`config.mk`:
```
export PLATFORM = sky130hd
export DESIGN_NAME = fir_mac_serial_flat
export DESIGN_NICKNAME = d
export VERILOG_FILES = /design/src/rtl/fir_mac_serial_if.sv /design/src/rtl/fir_mac_serial.sv /design/src/flat_wrapper.sv
export SDC_FILE = /design/constraint.sdc
export NUM_CORES = 1
export LEC_CHECK = 0
export ABC_CLOCK_PERIOD_IN_PS = 8100
export CAP_MARGIN = 20
export CORE_MARGIN = 3
export CORE_UTILIZATION = 40
export CTS_BUF_LIST = sky130_fd_sc_hd__clkbuf_4 sky130_fd_sc_hd__clkbuf_8
export CTS_CLUSTER_SIZE = 14
export DETAILED_ROUTE_END_ITERATION = 6
export GPL_TIMING_DRIVEN = 0
export HOLD_SLACK_MARGIN = 0.1
export MAX_ROUTING_LAYER = met4
export PLACE_DENSITY = 0.57
export SETUP_SLACK_MARGIN = 0.15
export SLEW_MARGIN = 20
export SYNTH_ARGS = -nofsm -noshare
export SYNTH_HDL_FRONTEND = slang
export SYNTH_SLANG_ARGS = --single-unit
```
`constraint.sdc`:
```
create_clock -name clk -period 8.1 [get_ports clk]
set_input_delay 2.025 -clock clk [delete_from_list [all_inputs] [get_ports clk]]
set_output_delay 2.025 -clock clk [all_outputs]
set_load 0.1 [all_outputs]
```
`src/rtl/fir_mac_serial_if.sv`:
```
// Sample/result handshake plus coefficient write port for fir_mac_serial.
// The master side drives samples and coefficients; the slave side is the filter.
interface fir_mac_serial_if #(
  parameter int DATA_W = 8,
  parameter int COEF_W = 8,
  parameter int OUT_W  = 16,
  parameter int ADDR_W = 2
);
  logic                     clear;
  logic                     coef_we;
  logic [ADDR_W-1:0]        coef_addr;
  logic signed [COEF_W-1:0] coef_data;
  logic                     in_valid;
  logic                     in_ready;
  logic signed [DATA_W-1:0] in_data;
  logic                     out_valid;
  logic                     out_ready;
  logic signed [OUT_W-1:0]  out_data;

  modport master (
    output clear, coef_we, coef_addr, coef_data, in_valid, in_data, out_ready,
    input  in_ready, out_valid, out_data
  );

  modport slave (
    input  clear, coef_we, coef_addr, coef_data, in_valid, in_data, out_ready,
    output in_ready, out_valid, out_data
  );
endinterface

```
`src/rtl/fir_mac_serial.sv`:
```
// Time-multiplexed FIR: one shared multiplier walks the TAPS-deep delay line,
// one output per accepted sample, with arithmetic shift and output saturation.
module fir_mac_serial #(
  parameter int DATA_W = 8,
  parameter int COEF_W = 8,
  parameter int TAPS   = 4,
  parameter int OUT_W  = 16,
  parameter int SHIFT  = 0
) (
  input logic            clk,
  input logic            rst,
  fir_mac_serial_if.slave bus
);
  localparam int KW     = $clog2(TAPS);
  localparam int PROD_W = COEF_W + DATA_W;
  localparam int ACC_W  = DATA_W + COEF_W + KW;
  localparam int SW     = (ACC_W > OUT_W) ? ACC_W : OUT_W;

  localparam logic [KW-1:0]            LAST     = KW'(TAPS - 1);
  localparam logic [KW:0]              TAPS_LIM = (KW + 1)'(TAPS);
  localparam logic signed [OUT_W-1:0]  OUT_MAX  = {1'b0, {(OUT_W - 1){1'b1}}};
  localparam logic signed [OUT_W-1:0]  OUT_MIN  = {1'b1, {(OUT_W - 1){1'b0}}};
  localparam logic signed [SW-1:0]     SAT_HI   = SW'(OUT_MAX);
  localparam logic signed [SW-1:0]     SAT_LO   = SW'(OUT_MIN);

  typedef enum logic [1:0] {IDLE, MAC, OUT} state_t;

  state_t                   state;
  logic signed [DATA_W-1:0] x [TAPS];
  logic signed [COEF_W-1:0] h [TAPS];
  logic [KW-1:0]            k;
  logic signed [ACC_W-1:0]  acc;
  logic                     in_ready_r;
  logic                     out_valid_r;
  logic signed [OUT_W-1:0]  out_data_r;

  logic signed [PROD_W-1:0] prod;
  logic signed [ACC_W-1:0]  acc_next;
  logic signed [SW-1:0]     sum_ext;
  logic signed [SW-1:0]     shifted;
  logic signed [OUT_W-1:0]  sat_val;

  assign bus.in_ready  = in_ready_r;
  assign bus.out_valid = out_valid_r;
  assign bus.out_data  = out_data_r;

  // The single shared multiplier; the product feeds the accumulator unregistered.
  assign prod     = PROD_W'(h[k]) * PROD_W'(x[k]);
  assign acc_next = acc + ACC_W'(prod);

  always_comb begin
    sum_ext = SW'(acc_next);
    shifted = sum_ext >>> SHIFT;
    sat_val = shifted[OUT_W-1:0];
    if (shifted > SAT_HI) begin
      sat_val = OUT_MAX;
    end else if (shifted < SAT_LO) begin
      sat_val = OUT_MIN;
    end
  end

  // Coefficient writes and clear are honoured only while idle, so an in-flight
  // result always sees a frozen coefficient bank and delay line.
  always_ff @(posedge clk or posedge rst) begin
    if (rst) begin
      state       <= IDLE;
      in_ready_r  <= 1'b1;
      out_valid_r <= 1'b0;
      out_data_r  <= '0;
      acc         <= '0;
      k           <= '0;
      for (int i = 0; i < TAPS; i++) begin
        x[i] <= '0;
        h[i] <= '0;
      end
    end else begin
      case (state)
        IDLE: begin
          if (bus.coef_we && ({1'b0, bus.coef_addr} < TAPS_LIM)) begin
            h[bus.coef_addr] <= bus.coef_data;
          end
          if (bus.clear) begin
            for (int i = 0; i < TAPS; i++) begin
              x[i] <= '0;
            end
          end else if (bus.in_valid) begin
            for (int i = TAPS - 1; i > 0; i--) begin
              x[i] <= x[i-1];
            end
            x[0]       <= bus.in_data;
            acc        <= '0;
            k          <= '0;
            in_ready_r <= 1'b0;
            state      <= MAC;
          end
        end
        MAC: begin
          acc <= acc_next;
          k   <= k + 1'b1;
          if (k == LAST) begin
            out_data_r  <= sat_val;
            out_valid_r <= 1'b1;
            state       <= OUT;
          end
        end
        OUT: begin
          if (bus.out_ready) begin
            out_valid_r <= 1'b0;
            in_ready_r  <= 1'b1;
            state       <= IDLE;
          end
        end
        default: begin
          out_valid_r <= 1'b0;
          in_ready_r  <= 1'b1;
          state       <= IDLE;
        end
      endcase
    end
  end
endmodule

```
`src/flat_wrapper.sv`:
```
// flat-port wrapper written by rule: the top's interface ports become plain ports
module fir_mac_serial_flat 
#(
  parameter int DATA_W = 8,
  parameter int COEF_W = 8,
  parameter int TAPS   = 4,
  parameter int OUT_W  = 16,
  parameter int SHIFT  = 0
)
  (clk, rst, bus_clear, bus_coef_we, bus_coef_addr, bus_coef_data, bus_in_valid, bus_in_data, bus_out_ready, bus_in_ready, bus_out_valid, bus_out_data);
  fir_mac_serial_if #(.DATA_W(DATA_W), .COEF_W(COEF_W), .OUT_W(OUT_W), .ADDR_W(2)) bus_i ();
  input logic clk;
  input logic rst;
  input wire logic [$bits(bus_i.clear)-1:0] bus_clear;
  input wire logic [$bits(bus_i.coef_we)-1:0] bus_coef_we;
  input wire logic [$bits(bus_i.coef_addr)-1:0] bus_coef_addr;
  input wire logic [$bits(bus_i.coef_data)-1:0] bus_coef_data;
  input wire logic [$bits(bus_i.in_valid)-1:0] bus_in_valid;
  input wire logic [$bits(bus_i.in_data)-1:0] bus_in_data;
  input wire logic [$bits(bus_i.out_ready)-1:0] bus_out_ready;
  output wire logic [$bits(bus_i.in_ready)-1:0] bus_in_ready;
  output wire logic [$bits(bus_i.out_valid)-1:0] bus_out_valid;
  output wire logic [$bits(bus_i.out_data)-1:0] bus_out_data;
  assign bus_i.clear = bus_clear;
  assign bus_i.coef_we = bus_coef_we;
  assign bus_i.coef_addr = bus_coef_addr;
  assign bus_i.coef_data = bus_coef_data;
  assign bus_i.in_valid = bus_in_valid;
  assign bus_i.in_data = bus_in_data;
  assign bus_i.out_ready = bus_out_ready;
  assign bus_in_ready = bus_i.in_ready;
  assign bus_out_valid = bus_i.out_valid;
  assign bus_out_data = bus_i.out_data;
  fir_mac_serial #(.DATA_W(DATA_W), .COEF_W(COEF_W), .TAPS(TAPS), .OUT_W(OUT_W), .SHIFT(SHIFT)) u_core (.clk(clk), .rst(rst), .bus(bus_i));
endmodule
```
Yosys cells after proc, flatten, opt, wreduce, memory -nomap -nowiden
Index checks and enable logic that the tools add are counted.
- register bits after elaboration: 104
- input bits: 24
- output and inout bits: 18
- logic and storage cells: 75
- add/sub/neg operators: 2
- multipliers: 1
- magnitude comparators: 5
- equal/unequal tests: 7
- mux-type cells: 31
- bitwise logic cells: 4
- reduce and logical (&&, ||, !) cells: 11
- operators with widths (kind ; count):
    2-to-1 mux 32 bit ; 2
    2-to-1 mux 8 bit ; 5
    2-to-1 mux 18 bit ; 2
    case mux 18 bit (2 select lines) ; 1
    binary-select mux 8 bit (select 2 bit) ; 2
    bitwise mux 32 bit ; 1
    2-to-1 mux 16 bit ; 2
    adder 18 x 16 -> 18 bit ; 1
    > comparator 18 x 16 -> 1 bit (second input constant) ; 1
    less-than comparator 18 x 16 -> 1 bit (second input constant) ; 1
    demux 8 bit (select 2 bit) ; 1
    multiplier 8 x 8 -> 16 bit ; 1
    2-to-1 mux 2 bit ; 6
    AND reduction 4 bit ; 2
    >= comparator 3 bit (second input constant) ; 2
    != test 2 bit (second input constant) ; 3
    inverter 2 -> 3 bit ; 2
    case mux 1 bit (3 select lines) ; 2
    case mux 2 bit (3 select lines) ; 1
    AND reduction 2 bit ; 3
    AND reduction 3 bit ; 2
    2-to-1 mux 1 bit ; 5
    equality test 2 bit (second input constant) ; 2
    case mux 2 bit (2 select lines) ; 1
    8 further kinds ; 10

Depth between registers and ports, before layout
- depth after elaboration: 9
- mapped depth: 22

Worst setup path after synthesis
Ideal clock, no wire load.
- path type: register -> register
- start: reg u_core.k[1]
- end: reg u_core.out_data_r[10], in the netlist u_core.bus.out_data[10]
- setup time: 0.126 ns
- arrival: 6.420 ns
- setup slack: 1.554 ns
- stages on the path, launching flop included: 18
- buffers on the path: 2
- clock period less this slack: 6.546 ns
- path through: dfrtp_1 > clkbuf_1 > clkbuf_1 > mux4_2 > and2_1 > fa_1 > fa_1 > fa_1 > fa_1 > ha_1 > ha_1 > a2111oi_4 > o21ai_2 > a211oi_4 > o21ai_2 > xnor2_4 > a31oi_4 > a221o_1
- longest elaborated chain between the ends: 9
- ends and longest elaborated chain (item ; RTL line ; RTL):
    start: declaration ; fir_mac_serial.sv:31 ; logic [KW-1:0] k;
    start signal: assignment ; fir_mac_serial.sv:99 ; k <= k + 1'b1;
    inverter 2 -> 3 bit (implied by the code) ; fir_mac_serial.sv:48 ; assign prod = PROD_W'(h[k]) * PROD_W'(x[k]);
    binary-select mux 8 bit (select 2 bit) ; fir_mac_serial.sv:48 ;
    2-to-1 mux 8 bit (implied by the code) (2 in a row) ; fir_mac_serial.sv:48 ;
    multiplier 8 x 8 -> 16 bit ; fir_mac_serial.sv:48 ;
    adder 18 x 16 -> 18 bit ; fir_mac_serial.sv:49 ; assign acc_next = acc + ACC_W'(prod);
    less-than comparator 18 x 16 -> 1 bit ; fir_mac_serial.sv:57 ; end else if (shifted < SAT_LO) begin
    2-to-1 mux 16 bit ; fir_mac_serial.sv:57 ;
    2-to-1 mux 16 bit ; fir_mac_serial.sv:55 ; if (shifted > SAT_HI) begin
    end signal: assignment ; fir_mac_serial.sv:101 ; out_data_r <= sat_val;
    end: declaration ; fir_mac_serial.sv:35 ; logic signed [OUT_W-1:0] out_data_r;
Parallel ways exist; a longest one is shown, timed or not. The select of a mux whose other input is x is not followed.
A chain may end at the register's enable or synchronous reset.

Worst setup path in the final report
- start: reg u_core.k[1]
- end: reg u_core.out_data_r[0], in the netlist u_core.bus.out_data[0]
Same word-level chain as after synthesis.

==> flow_summary.ini <==
[outcome]
outcome = complete, no violations

[timing]
finalClockSkew_ps = 11.2
grt_setup_unrepaired = false
setup_viol = 0
max_freq_mhz = 133
final_max_slew_viol_count = 0
tns_ps = 0
max_slew_margin = 0.295
hold_violations = 0
tightest_slew_ps = 1050
layout_min_cycle_time_ps = 7510
whs_ps = 478
period_share = 0.927

[grt]
grt_usage = 0.183
antenna_found_initial = 0
grt_first_pass_wirelength_um = 28600
grt_start_max_net_pins = 77
grt_pass1_vias = 5390
grt_overflow = 0

[drt]
routedWlPerCell_um = 18.6
drt_pass1_iterations = 4
wl_um = 17000
ant_nets = 0
via_per_inst = 5.36
vias = 4894
drc = 0
first_iter_violations = 285

[floorplanning]
io_pins = 42
die_area_um2 = 20700
start_util = 0.415
fp.dieW_um = 144
fp.coreArea_um2 = 18300
rows = 49
die_h_um = 144

[run]
drv_cap = 0

[placed_design]
io_buffers = 41
place_congestion = 0.771
detailed_place_hpwl_um = 13000

[critical_path]
crit_required_ps = 8390
worstSetupEndpointType = flop
crit_type = reg -> reg
max_stage_delay_ps = 590
worstPathCellList = clkbuf_2, clkbuf_1, mux2i_1, nand2_1, o21ai_1, or2_2, fa_1, fa_1, inv_1, fa_1, fa_1, fa_1, ha_1, a2111oi_4, o21ai_2, a211oi_4, o21ai_2, xnor2_4, nand4_1, o221a_1
crit_path_frequent_cell = fa_1
path_buf_inv = 3
cp_top_family = adder cells
cp-start-kind = flop
arrival_ps = 7800
cpMaxStageDelayCell = fa_1
cp_max_fo = 10

[logic_synthesis]
ys_types = 50
syn_nets = 772
yosys_warnings = 0
synthTopCellsByArea = dfrtp_1, fa_1, ha_1, a22o_1, mux2_2
synth_area_um2 = 7610
ys.flop_type = dfrtp_1
async_reset_ff_frac = 1.00
synth_edf_count = 0
yosys.area.top_type = dfrtp_1
ys_ff_latch = 104
syn_area_per_cell_um2 = 12.2
yosysTopAreaCellShare = 0.339
syn_inst = 625
ys_seq_area_frac = 0.342

[clocking]
cts_sinks = 104
root_buffer = clkbuf_8
cts_setup_buffers = 0
ctsHoldBuffers = 0
htree_num_levels = 3
clkLatencyLatePin_ps = 390
cts_tree = built
cts_buffer_depth = 2
clk_pin_slew_ps = 120
cts_buffers = 9

[cells_and_area]
final_cell_mix = dfrtp_1, inv_1, fa_1, a22o_1, ha_1
layout_commonest_cell = dfrtp_1
areaGrowthSynthToFinish_pct = 12.6
layout-drive-gt1-share = 0.130
nNetsFinal = 826
fill_cells = 1632
num_antenna_cells = 0

[min_path]
hold_class = reg -> reg
-- sequential cells by signal, summed over array words and instances, names as in the netlist --
register and cells:
u_core.h 32, u_core.x 32, u_core.acc 18, u_core.bus.out_data 16, u_core.k 2, u_core.state 2, u_core.bus.in_ready 1, u_core.bus.out_valid 1
-- cell type report --
type | instances | area, µm² | share of cell area
multi-input combinational | 418 | 4630 | 0.541
sequential | 104 | 2600 | 0.304
timing repair buffer | 43 | 445 | 0.0520
inverter | 85 | 324 | 0.0378
tap | 229 | 287 | 0.0335
clock buffer | 9 | 124 | 0.0145
clock inverter | 7 | 80.1 | 0.00935
buffer | 18 | 70.1 | 0.00818
-- tightest hold or removal path, delay by kind of cell, from the launching register on --
family	cells	cell delay, ps
DFF	1	390
buffers and inverters	1	40
AOI/OAI and AO/OA	1	50
-- kinds of logic (layout without fill, tap and decap cells) --
group	Yosys count	in the layout	synth area share
fa+ha+maj	123	123	0.281
simple gates	113	113	0.0755
compound gates	111	111	0.124
flops	104	104	0.342
buf+inv	103	162	0.0508
mux	51	51	0.0980
xor+xnor	20	20	0.0280
-- path summary, 6_finish.rpt --
check,from,endpoint,slack [ps],depth (start not counted)
min in group asynchronous,rst,u_core.acc[15],1960,2
min,u_core.bus.in_ready,u_core.bus.in_ready,480,2
max in group asynchronous,rst,u_core.h[4],5470,3
max,u_core.k[1],u_core.bus.out_data[0],590,20
min reg2reg,u_core.bus.in_ready,u_core.bus.in_ready,480,2
max reg2reg,u_core.k[1],u_core.bus.out_data[0],590,20
-- metal layers --
metal  up-vias  wire length [µm]  track usage
met2        62              8660        0.298
met3        13               370       0.0243
met4         0               144       0.0342
met5         -                 0            -
met1      2573              7850        0.250
li1       2246                 -            -
-- timing repair --
item,in CTS,in global routing
endpoints found under the hold margin,0,0
gates cloned,0,0
gates resized for setup,1,6
setup endpoints to repair,6,15
-- cells in the mapped netlist, types with 2 or more instances --
cell type / number
a21o_1: 7
a21oi_1: 15
a221o_1: 9
a22o_1: 48
and2_1: 33
clkbuf_1: 17
dfrtp_1: 103
fa_1: 80
ha_1: 43
inv_1: 85
mux2_2: 34
mux4_2: 15
nand2_1: 41
nand2b_1: 3
nand3_1: 3
nand4_1: 3
nor2_1: 18
nor3_1: 3
o2111ai_1: 2
o211ai_1: 2
o21ai_0: 6
o21ai_1: 2
o21ai_2: 2
o21bai_1: 2
o221a_1: 6
or2_2: 2
xnor2_1: 14
xnor2_4: 2
xor2_1: 4
-- stage by stage --
stage | utilization | worst slack, ps | std cells | area [µm²]
after floorplan | - | 1550 | 625 | 7610
after global placement | 0.453 | 112 | 895 | 8310
after detailed placement | 0.456 | 130 | 897 | 8360
after CTS | 0.467 | 224 | 913 | 8560
after global routing | 0.467 | 208 | 913 | 8570
final | 0.467 | 590 | 913 | 8570
Power is not shown: default switching activity piles up to over one toggle a cycle in this logic, so the estimate is an artifact.
